$ cat src/rtl/id_hazard_ctrl.sv
// Purpose : ID-stage stall/bubble sequencer for a 5-stage pipeline that has no forwarding.
// Latency : zero cycles from the ID inputs to cu_wpcir/id_bubble.
// Backpr. : cu_wpcir holds PC and IF/ID, and id_bubble sends a NOP into EXE, while a RAW or branch hazard is active.
//
// Ports:
//   clk, rst           rising-edge clock; asynchronous active-low reset
//   id_*               decoded fields of the instruction currently held in ID
//   stat_clr           synchronous clear of stall_cnt
//   cu_wpcir/id_bubble stall request (hold front end / inject bubble)
//   hz_data/hz_ctrl    stall cause: RAW data hazard / branch penalty
//   stall_cnt          saturating count of stalled cycles
module id_hazard_ctrl #(
  parameter int PIPE_DEPTH = 3,
  parameter int BR_PENALTY = 1,
  parameter int CNT_W      = 16
) (
  input  logic             clk,
  input  logic             rst,
  input  logic             id_valid,
  input  logic [4:0]       id_rs,
  input  logic [4:0]       id_rt,
  input  logic             id_use_rs,
  input  logic             id_use_rt,
  input  logic             id_wreg,
  input  logic [4:0]       id_dest,
  input  logic             id_branch,
  input  logic             stat_clr,
  output logic             cu_wpcir,
  output logic             id_bubble,
  output logic             hz_data,
  output logic             hz_ctrl,
  output logic [CNT_W-1:0] stall_cnt
);

  typedef enum logic {IDLE, BR_WAIT} state_t;

  state_t                state;
  logic [3:0]            pen_cnt;
  logic                  hz_ctrl_q;
  logic [PIPE_DEPTH-1:0] sb_v;
  logic [4:0]            sb_dest [PIPE_DEPTH];
  logic                  raw_hit;
  logic                  issue;

  // Compare the ID sources against every in-flight write.
  // Register 0 can never match, because sb_v is cleared for dest==0.
  always_comb begin
    raw_hit = 1'b0;
    for (int i = 0; i < PIPE_DEPTH; i++) begin
      if (sb_v[i] &&
          ((id_use_rs && (id_rs != 5'd0) && (id_rs == sb_dest[i])) ||
           (id_use_rt && (id_rt != 5'd0) && (id_rt == sb_dest[i])))) begin
        raw_hit = 1'b1;
      end
    end
  end

  // A data hazard is masked during branch penalty cycles.
  assign hz_data   = id_valid && (state == IDLE) && raw_hit;
  assign hz_ctrl   = hz_ctrl_q;
  assign cu_wpcir  = hz_data | hz_ctrl;
  assign id_bubble = cu_wpcir;
  assign issue     = id_valid && !cu_wpcir;

  // Scoreboard: entry 0 is EXE and the last entry is WB.
  // A stalled or invalid ID slot shifts in an empty entry.
  always_ff @(posedge clk or negedge rst) begin
    if (!rst) begin
      sb_v <= '0;
      for (int i = 0; i < PIPE_DEPTH; i++) sb_dest[i] <= 5'd0;
    end else begin
      sb_v[0]    <= issue && id_wreg && (id_dest != 5'd0);
      sb_dest[0] <= issue ? id_dest : 5'd0;
      for (int i = 1; i < PIPE_DEPTH; i++) begin
        sb_v[i]    <= sb_v[i-1];
        sb_dest[i] <= sb_dest[i-1];
      end
    end
  end

  // Branch-penalty FSM. The FSM stays in BR_WAIT for exactly BR_PENALTY cycles.
  // A branch that still has a RAW hazard does not issue, so it waits in IDLE.
  always_ff @(posedge clk or negedge rst) begin
    if (!rst) begin
      state     <= IDLE;
      pen_cnt   <= 4'd0;
      hz_ctrl_q <= 1'b0;
    end else begin
      case (state)
        IDLE: begin
          if (id_valid && id_branch && !hz_data) begin
            state     <= BR_WAIT;
            pen_cnt   <= 4'(BR_PENALTY);
            hz_ctrl_q <= 1'b1;
          end
        end
        BR_WAIT: begin
          if (pen_cnt <= 4'd1) begin
            state     <= IDLE;
            pen_cnt   <= 4'd0;
            hz_ctrl_q <= 1'b0;
          end else begin
            pen_cnt <= pen_cnt - 4'd1;
          end
        end
        default: begin
          state     <= IDLE;
          pen_cnt   <= 4'd0;
          hz_ctrl_q <= 1'b0;
        end
      endcase
    end
  end

  // Saturating stall counter. A clear takes priority over an increment.
  always_ff @(posedge clk or negedge rst) begin
    if (!rst) begin
      stall_cnt <= '0;
    end else if (stat_clr) begin
      stall_cnt <= '0;
    end else if (cu_wpcir && !(&stall_cnt)) begin
      stall_cnt <= stall_cnt + 1'b1;
    end
  end

endmodule

$ cat config.mk
export PLATFORM = sky130hd
export DESIGN_NAME = id_hazard_ctrl
export DESIGN_NICKNAME = d
export VERILOG_FILES = /design/src/rtl/id_hazard_ctrl.sv
export SDC_FILE = /design/constraint.sdc
export NUM_CORES = 1
export LEC_CHECK = 0
export ABC_AREA = 0
export BUFFER_PORTS_ARGS = -buffer_cell sky130_fd_sc_hd__buf_2
export CAP_MARGIN = 20
export CORE_MARGIN = 2
export CORE_UTILIZATION = 58
export CTS_CLUSTER_SIZE = 24
export DETAILED_ROUTE_END_ITERATION = 7
export PLACE_DENSITY = 0.86
export SYNTH_ARGS = -nofsm -noshare
export SYNTH_HDL_FRONTEND = slang
export SYNTH_SLANG_ARGS = --single-unit
$ cat constraint.sdc
create_clock -name clk -period 6 [get_ports clk]
set_input_delay 0.6 -clock clk [delete_from_list [all_inputs] [get_ports clk]]
set_output_delay 0.6 -clock clk [all_outputs]
set_load 0.02 [all_outputs]
==> results of run 1 <==
==> sequential cells by signal, summed over array words and instances, names as in the netlist <==
register,count
state,1
hz_ctrl,1
sb_v,3
sb_dest,15
pen_cnt,4
stall_cnt,16
==> Yosys cell counts (3+ instances only) <==
cell / instances
sky130_fd_sc_hd__ha_1: 3
sky130_fd_sc_hd__inv_1: 8
sky130_fd_sc_hd__nor2_1: 9
sky130_fd_sc_hd__xnor2_1: 15
sky130_fd_sc_hd__nor4_1: 5
sky130_fd_sc_hd__or4_2: 5
sky130_fd_sc_hd__a21oi_1: 13
sky130_fd_sc_hd__nor3_1: 3
sky130_fd_sc_hd__nand2_1: 18
sky130_fd_sc_hd__o21ai_0: 5
sky130_fd_sc_hd__or3_2: 4
sky130_fd_sc_hd__xor2_1: 17
sky130_fd_sc_hd__nand3_1: 6
sky130_fd_sc_hd__dfrtp_1: 40
sky130_fd_sc_hd__and2_1: 5
sky130_fd_sc_hd__nand4_1: 6
sky130_fd_sc_hd__o31ai_1: 7
sky130_fd_sc_hd__o21ai_2: 3
sky130_fd_sc_hd__or3_1: 5
sky130_fd_sc_hd__o21ai_1: 5
==> power by group <==
part	total, mW	internal [mW]	switching [mW]
sequential	0.356	0.309	0.0470
clock	0.215	0.123	0.0920
combinational	0.242	0.0993	0.143
==> logic make-up (layout without fill, tap and decap cells) <==
group	count (synthesis)	count (layout)	share of synthesized area (%)
xor+xnor	32	32	12.71
buf+inv	13	59	4.197
mux	2	2	0.9642
compound gates	46	46	13.56
fa+ha+maj	3	3	1.702
flops	40	40	45.38
simple gates	78	78	21.50
==> critical path: stages <==
cell and delay, ns:
sky130_fd_sc_hd__buf_2 0.14, sky130_fd_sc_hd__xor2_1 0.16, sky130_fd_sc_hd__nor4_1 0.38, sky130_fd_sc_hd__nand3_1 0.15, sky130_fd_sc_hd__a31o_2 0.29, sky130_fd_sc_hd__a21oi_1 0.24, sky130_fd_sc_hd__nand2b_1 0.16, sky130_fd_sc_hd__buf_2 0.16
==> cell type report <==
type	count	share of cell area, %
clock inverters	3	1.675
repair buffers	43	8.867
well taps	48	2.365
flip-flops and latches	40	39.41
clock buffers	5	2.709
inverters	8	1.182
multi-input cells	161	43.79
==> per-layer routing <==
| layer | vias up | track usage (%) | wire length [um] | share of wire, % |
|---|---|---|---|---|
| li1 | 868 | - | - | - |
| met1 | 861 | 31.46 | 2088 | 47 |
| met2 | 45 | 35.61 | 2087 | 47 |
| met3 | 7 | 5.651 | 203 | 4.6 |
| met4 | 0 | 5.469 | 54 | 1.2 |
| met5 | - | 0 | 0 | 0 |
==> path summary, 6_finish.rpt <==
path / slack [ns] / end / depth (start not counted)
max: 3.12 / id_bubble / 8
min in group clk: 0.41 / sb_v[1] / 0
max reg2reg: 3.53 / stall_cnt[5] / 9
min reg2reg: 0.41 / sb_v[1] / 0
max in group asynchronous: 5.04 / pen_cnt[3] / 1
min: 0.41 / sb_dest[4] / 1
==> metrics.md, run 1 <==
| Metric | Value |
|---|---|
| Arrival time at the worst endpoint | 2.28 ns |
| Worst max-slew margin expressed relative to the limit | 43.00% |
| Number of slew-limit violations in the final report | 0 |
| Most area-hungry cell type in the Yosys netlist | sky130_fd_sc_hd__dfrtp_1 |
| Detailed-route wire length per cell | 14.39 um |
| IO buf count | 42 |
| TritonCTS clock tree | done |
| Final total negative setup slack | 0 ns |
| Warnings from Yosys | 0 |
| Most common flop cell mapped by yosys | sky130_fd_sc_hd__dfrtp_1 |
| Clock root buffer master | sky130_fd_sc_hd__clkbuf_8 |
| Yosys top cell area share | 45.38% |
| Final instance count without filler cells | 308 |
| Area grow syn2layout | 15.14% |
| RSZ-0062 raised after global routing | false |
| Type of the tightest min-delay check | in2async |
| Area occupied by multi-input gates | 1112 um2 |
| FF/Latch Area | 1001 um2 |
| Commonest non-fill, non-tap cells in the layout | sky130_fd_sc_hd__buf_2, sky130_fd_sc_hd__dfrtp_1, sky130_fd_sc_hd__nand2_1, sky130_fd_sc_hd__xor2_1, sky130_fd_sc_hd__xnor2_1 |
| Detailed-routing iteration count for the pre-antenna-repair pass | 4 |
| Post-layout utilization of the core | 69.38% |
| Clock tree sinks | 40 |
| Filler Cell Count | 288 |
| Vias | 1781 |
| Final critical-path share of the clock period | 47.94% |
| Crit Reg-Reg Startpoint | stall_cnt[0] |
| Post-CTS setup buffers | 0 |
| Count of boundary I/O pins | 43 |
| Number of antenna violations at the first check in global routing | 0 |
| Cells taking the most area after synthesis | sky130_fd_sc_hd__dfrtp_1, sky130_fd_sc_hd__xor2_1, sky130_fd_sc_hd__xnor2_1, sky130_fd_sc_hd__nand2_1, sky130_fd_sc_hd__a21oi_1 |
| Number of different library cells in the post-synthesis netlist | 49 |
| Post-layout minimum cycle time | 2.876 ns |
| Fraction of final layout cells with drive strength greater than 1 | 27.69% |
| Most common cell after layout, fill and taps aside | sky130_fd_sc_hd__buf_2 |
| CP required | 5.40 ns |
| Total count of hold-check failures in the final report | 0 |
| Total of endpoints with negative setup slack in the final report | 0 |
| DRC viols | 0 |
| Synthesized instance count | 214 |
| Maximum capacitance violations | 0 |
| Number of DRC violations after detailed-routing iteration 0 | 141 |
| Critical path fanouts, max | 4 |
| Status | finished clean |
| Vias in the first global route | 1621 |
| DIE AREA | 4313 um2 |
| RePlAce Congestion | 0.9466 |
| FF+latch count, synth | 40 |
| Number of vias per cell after detailed routing | 5.782 |
| Worst hold slack | 0.4062 ns |
| Half-perimeter wire length after placement | 3317 um |
| Placed Cells | 299 |
| Initial core utilization | 60.25% |
| Total leakage power | 1.168 nW |
| Cells resized by post-CTS repair | 0 |
| Power density over the cells | 320.1 nW/um2 |
| CTS clk-pin slew, worst paths | 0.08 ns |
| Sequential cell area fraction in the yosys report | 45.38% |
| TritonCTS buffer count | 5 |
| Standard cell core area | 3661 um2 |
| Max Root-Sink Buffers | 2 |
| Total track usage | 22.63% |
| Largest net degree at the start of global routing | 41 |
| Routed WL | 4432 um |
| Minimum setup slack after placement | 3.049 ns |
| CTS HTree Levels | 2 |
| GR Overflow Total | 0 |
| Fmax | 0.3477 GHz |
| Post-Layout Inst Area | 2540 um2 |
| Critical Path Sink Type | output pin |
| Cell row count | 22 |
| Final antenna diode count | 0 |
| Nets | 285 |
| Number of enable-type register cells in the synthesized netlist | 0 |
| Die Span Y | 65.67 um |
| First-pass GRT wire length | 7403 um |
| Share of synthesized flip-flops with an asynchronous set or reset | 100.0% |
| Net Count, Synth | 240 |
| Post-Synthesis Cell Area | 2206 um2 |
| Timing startpoint of the critical path | id_rt[4] |
| Tot Pwr | 0.8130 mW |
| Setup WS post-layout | 3.124 ns |
| Die Span X | 65.67 um |
| Mean post-synth cell area | 10.31 um2 |
| Maximum clock skew at final layout | 0.005155 ns |
| Worst IR Drop VDD | 0.1881 mV |
| Pin slew with the least headroom to its limit | 0.8550 ns |
| Crit start category | input port |
| Clock latency of the later-clocked register in the worst-skew pair | 0.29 ns |
| ANT nets after route | 0 |
| Number of buffers inserted for hold repair after clock tree synthesis | 0 |
| Cell Area, Placed | 2414 um2 |
| Type of the worst setup path | in2out |
(Power assumes the default switching activity.)
==> run 2: changes to the inputs <==
- CORE_UTILIZATION: 58 -> 49
- PLACE_DENSITY: 0.86 -> 0.78
- clock period: 6 -> 2.5 ns (I/O delays scaled with it)
==> metrics.md, run 2 (synthesized netlist as in run 1, its figures left out) <==
| Metric | Value |
|---|---|
| Status | finished clean |
| Count of boundary I/O pins | 43 (unchanged) |
| CTS clk-pin slew, worst paths | 0.07 ns (about the same) |
| ANT nets after route | 0 (unchanged) |
| Pin slew with the least headroom to its limit | 0.8871 ns (+0.03217 ns) |
| Type of the worst setup path | reg2reg |
| Final total negative setup slack | 0 ns (unchanged) |
| Largest regs | stall_cnt: 16 flops, sb_dest: 15 flops, pen_cnt: 4 flops |
| Half-perimeter wire length after placement | 3442 um (+3.8%) |
| Setup WS post-layout | 0.1013 ns (-3.022 ns) |
| Fraction of final layout cells with drive strength greater than 1 | 28.08% (+0.38 points) |
| Cell Area, Placed | 2439 um2 (+1.0%) |
| Clock tree sinks | 40 (unchanged) |
| Detailed-routing iteration count for the pre-antenna-repair pass | 4 (unchanged) |
| TritonCTS buffer count | 5 (unchanged) |
| Nets | 286 (+0.35%) |
| Minimum setup slack after placement | 0.1547 ns (-2.895 ns) |
| Type of the tightest min-delay check | in2async |
| Register with the most flip-flops | stall_cnt |
| Die Span Y | 71.10 um (+8.3%) |
| Largest net degree at the start of global routing | 41 (unchanged) |
| GR Overflow Total | 0 (unchanged) |
| IO buf count | 42 (unchanged) |
| Most common cell after layout, fill and taps aside | sky130_fd_sc_hd__buf_2 |
| Detailed-route wire length per cell | 14.89 um (+3.5%) |
| Tot Pwr | 1.905 mW (+130%) |
| TritonCTS clock tree | done |
| Post-Layout Inst Area | 2546 um2 (+0.25%) |
| Area grow syn2layout | 15.43% |
| Critical path fanouts, max | 27 (+23) |
| DIE AREA | 5055 um2 (+17%) |
| Number of DRC violations after detailed-routing iteration 0 | 155 (+9.9%) |
| Fmax | 0.4169 GHz |
| Clock root buffer master | sky130_fd_sc_hd__clkbuf_8 |
| CP required | 2.68 ns (-2.72 ns) |
| Total track usage | 19.58% (-3.1 points) |
| Worst max-slew margin expressed relative to the limit | 40.86% (-2.1 points) |
| Commonest non-fill, non-tap cells in the layout | sky130_fd_sc_hd__buf_2, sky130_fd_sc_hd__dfrtp_1, sky130_fd_sc_hd__nand2_1, sky130_fd_sc_hd__xor2_1, sky130_fd_sc_hd__xnor2_1 |
| Initial core utilization | 50.66% (-9.6 points) |
| Number of antenna violations at the first check in global routing | 0 (unchanged) |
| First-pass GRT wire length | 7803 um (+5.4%) |
| Vias in the first global route | 1757 (+8.4%) |
| DRC viols | 0 (unchanged) |
| Final critical-path share of the clock period | 95.95% |
| Total of endpoints with negative setup slack in the final report | 0 (unchanged) |
| Maximum clock skew at final layout | 0.006923 ns (+0.001768 ns) |
| Post-layout minimum cycle time | 2.399 ns |
| Die Span X | 71.10 um (+8.3%) |
| CTS HTree Levels | 2 (unchanged) |
| Routed WL | 4647 um (+4.9%) |
| Total leakage power | 1.171 nW (+0.22%) |
| Number of flip-flops in the largest register | 16 (unchanged) |
| Number of vias per cell after detailed routing | 5.779 (about the same) |
| Cell row count | 24 (+9.1%) |
| Crit start category | flop |
| Maximum capacitance violations | 0 (unchanged) |
| Power density over the cells | 748.2 nW/um2 (+130%) |
| Total count of hold-check failures in the final report | 0 (unchanged) |
| RePlAce Congestion | 0.8335 (-12%) |
| Vias | 1803 (+1.2%) |
| Max Root-Sink Buffers | 2 (unchanged) |
| Final antenna diode count | 0 (unchanged) |
| Worst IR Drop VDD | 0.4610 mV (+150%) |
| Arrival time at the worst endpoint | 2.57 ns (+0.29 ns) |
| Standard cell core area | 4354 um2 (+19%) |
| Number of slew-limit violations in the final report | 0 (unchanged) |
| Clock latency of the later-clocked register in the worst-skew pair | 0.29 ns (about the same) |
| Critical Path Sink Type | flop |
| RSZ-0062 raised after global routing | false |
run 2: changes by cell type in the layout (fill, tap and decap cells not counted), sizes merged:
cell / change
buf: +1
bufinv: -1
clkbuf: +2
clkinv: -1
clkinvlp: -1
run 2: report_power, final:
group          internal [mW]  switching [mW]  leakage, nW
clock                  0.246           0.206       0.0503
sequential             0.742           0.114        0.542
combinational          0.251           0.347        0.578
total                   1.24           0.667         1.17
run 2: stage by stage:
| step | instances | util [%] | hold slack (ns) |
|---|---|---|---|
| after floorplan | 214 | - | -0.04559 |
| after global placement | 304 | 56.01 | 0.3960 |
| after detailed placement | 304 | 56.01 | 0.3972 |
| after CTS | 311 | 58.22 | 0.1170 |
| after global routing | 312 | 58.48 | 0.1622 |
| final | 312 | 58.48 | 0.08290 |
run 2: timing repair:
action,4_1_cts,5_1_grt
hold buffers,0,0
resized for setup,0,1
buffers inserted,0,1
endpoints found under the setup margin,0,5
run 2: path summary, 6_finish.rpt:
| kind | start | to | slack, ns | depth (start not counted) |
|---|---|---|---|---|
| min in group clk | id_dest[2] | sb_dest[12] | 0.18 | 2 |
| max | stall_cnt[0] | stall_cnt[8] | 0.10 | 10 |
| min | rst | sb_dest[8] | 0.08 | 1 |
| max reg2reg | stall_cnt[0] | stall_cnt[8] | 0.10 | 10 |
| min reg2reg | sb_v[0] | sb_v[1] | 0.42 | 0 |
| max in group asynchronous | rst | stall_cnt[15] | 1.86 | 1 |
run 2: final cells by class:
class / count / area, um2
Clock buffer: 7 / 96.34
Fill cell: 371 / 1808
Inverter: 8 / 30.03
Multi-Input combinational cell: 161 / 1116
Sequential cell: 40 / 1001
Tap cell: 52 / 65.06
Timing Repair Buffer: 44 / 237.7
run 2: worst max-delay path, stage by stage (launching register included):
cell	delay, ns
sky130_fd_sc_hd__dfrtp_1	0.44
sky130_fd_sc_hd__ha_1	0.26
sky130_fd_sc_hd__nand4_1	0.20
sky130_fd_sc_hd__buf_4	0.19
sky130_fd_sc_hd__o41ai_1	0.26
sky130_fd_sc_hd__o31ai_1	0.14
sky130_fd_sc_hd__o31a_1	0.14
sky130_fd_sc_hd__a21oi_2	0.15
sky130_fd_sc_hd__buf_12	0.18
sky130_fd_sc_hd__nor4_1	0.06
sky130_fd_sc_hd__mux2_2	0.27
run 2: layer usage:
metal	vias up	wire (um)	global-route usage, %
li1	870	-	-
met5	-	0	0
met1	870	2115	25.55
met2	54	2233	31.78
met4	0	68	8.595
met3	9	230	3.846
==> run 3: changes to the inputs <==
--- a/config.mk
+++ b/config.mk
@@ -11,6 +11,6 @@
 export CORE_MARGIN = 2
-export CORE_UTILIZATION = 49
+export CORE_UTILIZATION = 55
 export CTS_CLUSTER_SIZE = 24
 export DETAILED_ROUTE_END_ITERATION = 7
-export PLACE_DENSITY = 0.78
+export PLACE_DENSITY = 0.83
 export SYNTH_ARGS = -nofsm -noshare
==> constraint.sdc (replaced) <==
create_clock -name clk -period 2.27 [get_ports clk]
set_input_delay 0.454 -clock clk [delete_from_list [all_inputs] [get_ports clk]]
set_output_delay 0.454 -clock clk [all_outputs]
set_load 0.02 [all_outputs]
==> metrics.md, run 3 (synthesized netlist as in run 1, its figures left out) <==
| Metric | Value |
|---|---|
| Number of vias per cell after detailed routing | 5.658 (-2.1%) |
| Sw frac | 34.07% (-0.94 points) |
| Power density over the cells | 817.2 nW/um2 (+9.2%) |
| Largest regs | stall_cnt: 16 flops, sb_dest: 15 flops, pen_cnt: 4 flops |
| Clock tree sinks | 40 (unchanged) |
| Final critical-path share of the clock period | 110.6% |
| Die Span Y | 67.33 um (-5.3%) |
| CTS clk-pin slew, worst paths | 0.08 ns (about the same) |
| Post-layout minimum cycle time | 2.511 ns |
| Clock root buffer master | sky130_fd_sc_hd__clkbuf_8 |
| Timing startpoint of the critical path | sb_dest[8] |
| Maximum capacitance violations | 0 (unchanged) |
| Count of boundary I/O pins | 43 (unchanged) |
| First-pass GRT wire length | 8493 um (+8.8%) |
| Crit Reg-Reg Startpoint | sb_dest[11] |
| Internal cell power | 1.573 mW (+27%) |
| Placed Cells | 326 (+7.2%) |
| Pin slew with the least headroom to its limit | 0.4210 ns (-0.4661 ns) |
| Reg2Reg Setup Slack | -0.22 ns (-0.32 ns) |
| Clock latency of the later-clocked register in the worst-skew pair | 0.29 ns (about the same) |
| Initial core utilization | 55.95% (+5.3 points) |
| Failing checks | negative setup slack |
| Post-Layout Inst Area | 2920 um2 (+15%) |
| Standard cell core area | 3943 um2 (-9.5%) |
| Crit start category | flop |
| Worst IR Drop VDD | 0.7206 mV (+56%) |
| RePlAce Congestion | 0.9118 (+9.4%) |
| Final antenna diode count | 0 (unchanged) |
| Register with the most flip-flops | stall_cnt |
| Final instance count without filler cells | 345 (+11%) |
| Comb power frac | 35.2% (+3.8 points) |
| Critical Path Sink Type | output pin |
| ANT nets after route | 0 (unchanged) |
| Type of the worst setup path | reg2out |
| Fraction of final layout cells with drive strength greater than 1 | 40.34% (+12 points) |
| Vias in the first global route | 1871 (+6.5%) |
| TritonCTS buffer count | 5 (unchanged) |
| Detailed-route wire length per cell | 15.32 um (+2.8%) |
| GR Overflow Total | 0 (unchanged) |
| Critical path fanouts, max | 3 (-89%) |
| TritonCTS clock tree | done |
| Routed WL | 5284 um (+14%) |
| Detailed-routing iteration count for the pre-antenna-repair pass | 4 (unchanged) |
| Number of slew-limit violations in the final report | 0 (unchanged) |
| Fmax | 0.3983 GHz |
| Maximum clock skew at final layout | 0.01070 ns (+0.003773 ns) |
| Count of cells along the worst register-to-register path | 10 (unchanged) |
| Number of DRC violations after detailed-routing iteration 0 | 140 (-9.7%) |
| CP required | 1.82 ns (-0.86 ns) |
| Total count of hold-check failures in the final report | 0 (unchanged) |
| RSZ-0062 raised after global routing | true |
| Status | finished, violations left |
| Half-perimeter wire length after placement | 3696 um (+7.4%) |
| Nets | 320 (+12%) |
| Worst path cell trace | xor2_1 > nor4_1 > nand3_1 > a31o_2 > a21oi_4 > nand2b_4 > buf_6 |
| CTS HTree Levels | 2 (unchanged) |
| DIE AREA | 4533 um2 (-10%) |
| Total leakage power | 1.359 nW (+16%) |
| Number of flip-flops in the largest register | 16 (unchanged) |
| Max Root-Sink Buffers | 2 (unchanged) |
| Master of the slowest instance on the critical path | sky130_fd_sc_hd__dfrtp_1 |
| Worst max-slew margin expressed relative to the limit | 71.72% (+31 points) |
| Number of antenna violations at the first check in global routing | 0 (unchanged) |
| Cell Area, Placed | 2651 um2 (+8.7%) |
| Critical Path Max Stage Delay | 0.41 ns (-0.03 ns) |
| Setup WS post-layout | -0.2409 ns (-0.3422 ns) |
| Area grow syn2layout | 32.39% |
| Reg power frac | 39.1% (-5.8 points) |
| Cell row count | 23 (-4.2%) |
| End of the worst register-to-register path | stall_cnt[5] |
| Commonest non-fill, non-tap cells in the layout | sky130_fd_sc_hd__dfrtp_1, sky130_fd_sc_hd__buf_2, sky130_fd_sc_hd__buf_4, sky130_fd_sc_hd__nand2_1, sky130_fd_sc_hd__xor2_1 |
| Arrival time at the worst endpoint | 2.06 ns (-0.51 ns) |
| DRC viols | 0 (unchanged) |
| Most common cell after layout, fill and taps aside | sky130_fd_sc_hd__dfrtp_1 |
| Type of the tightest min-delay check | in2async |
| Filler Cell Count | 264 (-29%) |
| Number of buffers inserted for hold repair after clock tree synthesis | 0 (unchanged) |
| Total of endpoints with negative setup slack in the final report | 16 (+16) |
| Total net switching power | 0.8132 mW (+22%) |
| Vias | 1952 (+8.3%) |
| IO buf count | 42 (unchanged) |
| Clock share of power | 25.7% (+2.0 points) |
| Die Span X | 67.33 um (-5.3%) |
| Largest net degree at the start of global routing | 41 (unchanged) |
| Total track usage | 24.96% (+5.4 points) |
## run 3: repair_timing
action	in CTS	in global routing
resized for setup	9	8
setup buffers	8	3
pin swaps	15	4
endpoints found under the hold margin	0	0
endpoints found under the setup margin	9	21
## run 3: worst max path at each step
| stage | end | slack, ns | cells after the start |
|---|---|---|---|
| after floorplan | id_bubble | 0.001 | 7 |
| after global routing | id_bubble | -0.35 | 7 |
| after CTS | cu_wpcir | -0.21 | 7 |
| after detailed placement | stall_cnt[5] | -0.26 | 9 |
| final | cu_wpcir | -0.24 | 7 |
| after global placement | stall_cnt[13] | -0.20 | 9 |
## run 3: metal layers
metal  part of all wire [%]  routed length (um)  track usage [%]  vias to the layer above
met2                     52                2766            41.34                       59
met4                   0.72                  38            6.122                        0
li1                       -                   -                -                      932
met5                      0                   0                0                        -
met1                     41                2187            32.97                      955
met3                    5.5                 292            6.167                        6
## run 3: per-stage QoR
stage / util (%) / setup WS (ns) / hold slack (ns) / TNS [ns] / power (mW)
2_1_floorplan: - / 0.001121 / 0.1584 / 0 / 1.470
3_3_place_gp: 67.25 / -0.2038 / 0.3872 / -2.275 / 1.669
3_5_place_dp: 67.25 / -0.2639 / 0.3900 / -3.109 / 1.701
4_1_cts: 72.77 / -0.2065 / 0.1170 / -1.804 / 2.358
5_1_grt: 74.07 / -0.3453 / 0.1111 / -4.535 / 2.531
6_report: 74.07 / -0.2409 / 0.1134 / -2.496 / 2.386
## run 3: area by class of cell
type	instances	area [um2]	area share, %
clock inverters	2	38.79	1.328
clock buffers	6	82.58	2.828
repair buffers	78	520.5	17.82
flip-flops and latches	40	1001	34.28
inverters	8	30.03	1.028
well taps	50	62.56	2.142
multi-input cells	161	1185	40.57
## run 3: critical path: cells and delay by family, from the launching register on
family / cells / cell delay [ns]
buffers and inverters: 1 / 0.11
AND/OR/NAND/NOR: 3 / 0.62
XOR/XNOR: 1 / 0.17
AO/OA/AOI/OAI: 2 / 0.46
flip-flops: 1 / 0.41
## run 3: power by group through the flow
stage                     clock network, mW  registers (mW)  logic [mW]
after floorplan                           0           0.951       0.519
after global placement                    0           0.934       0.735
after detailed placement                  0           0.942       0.759
after CTS                             0.618           0.926       0.813
after global routing                  0.658           0.945       0.928
final                                 0.614           0.933       0.840
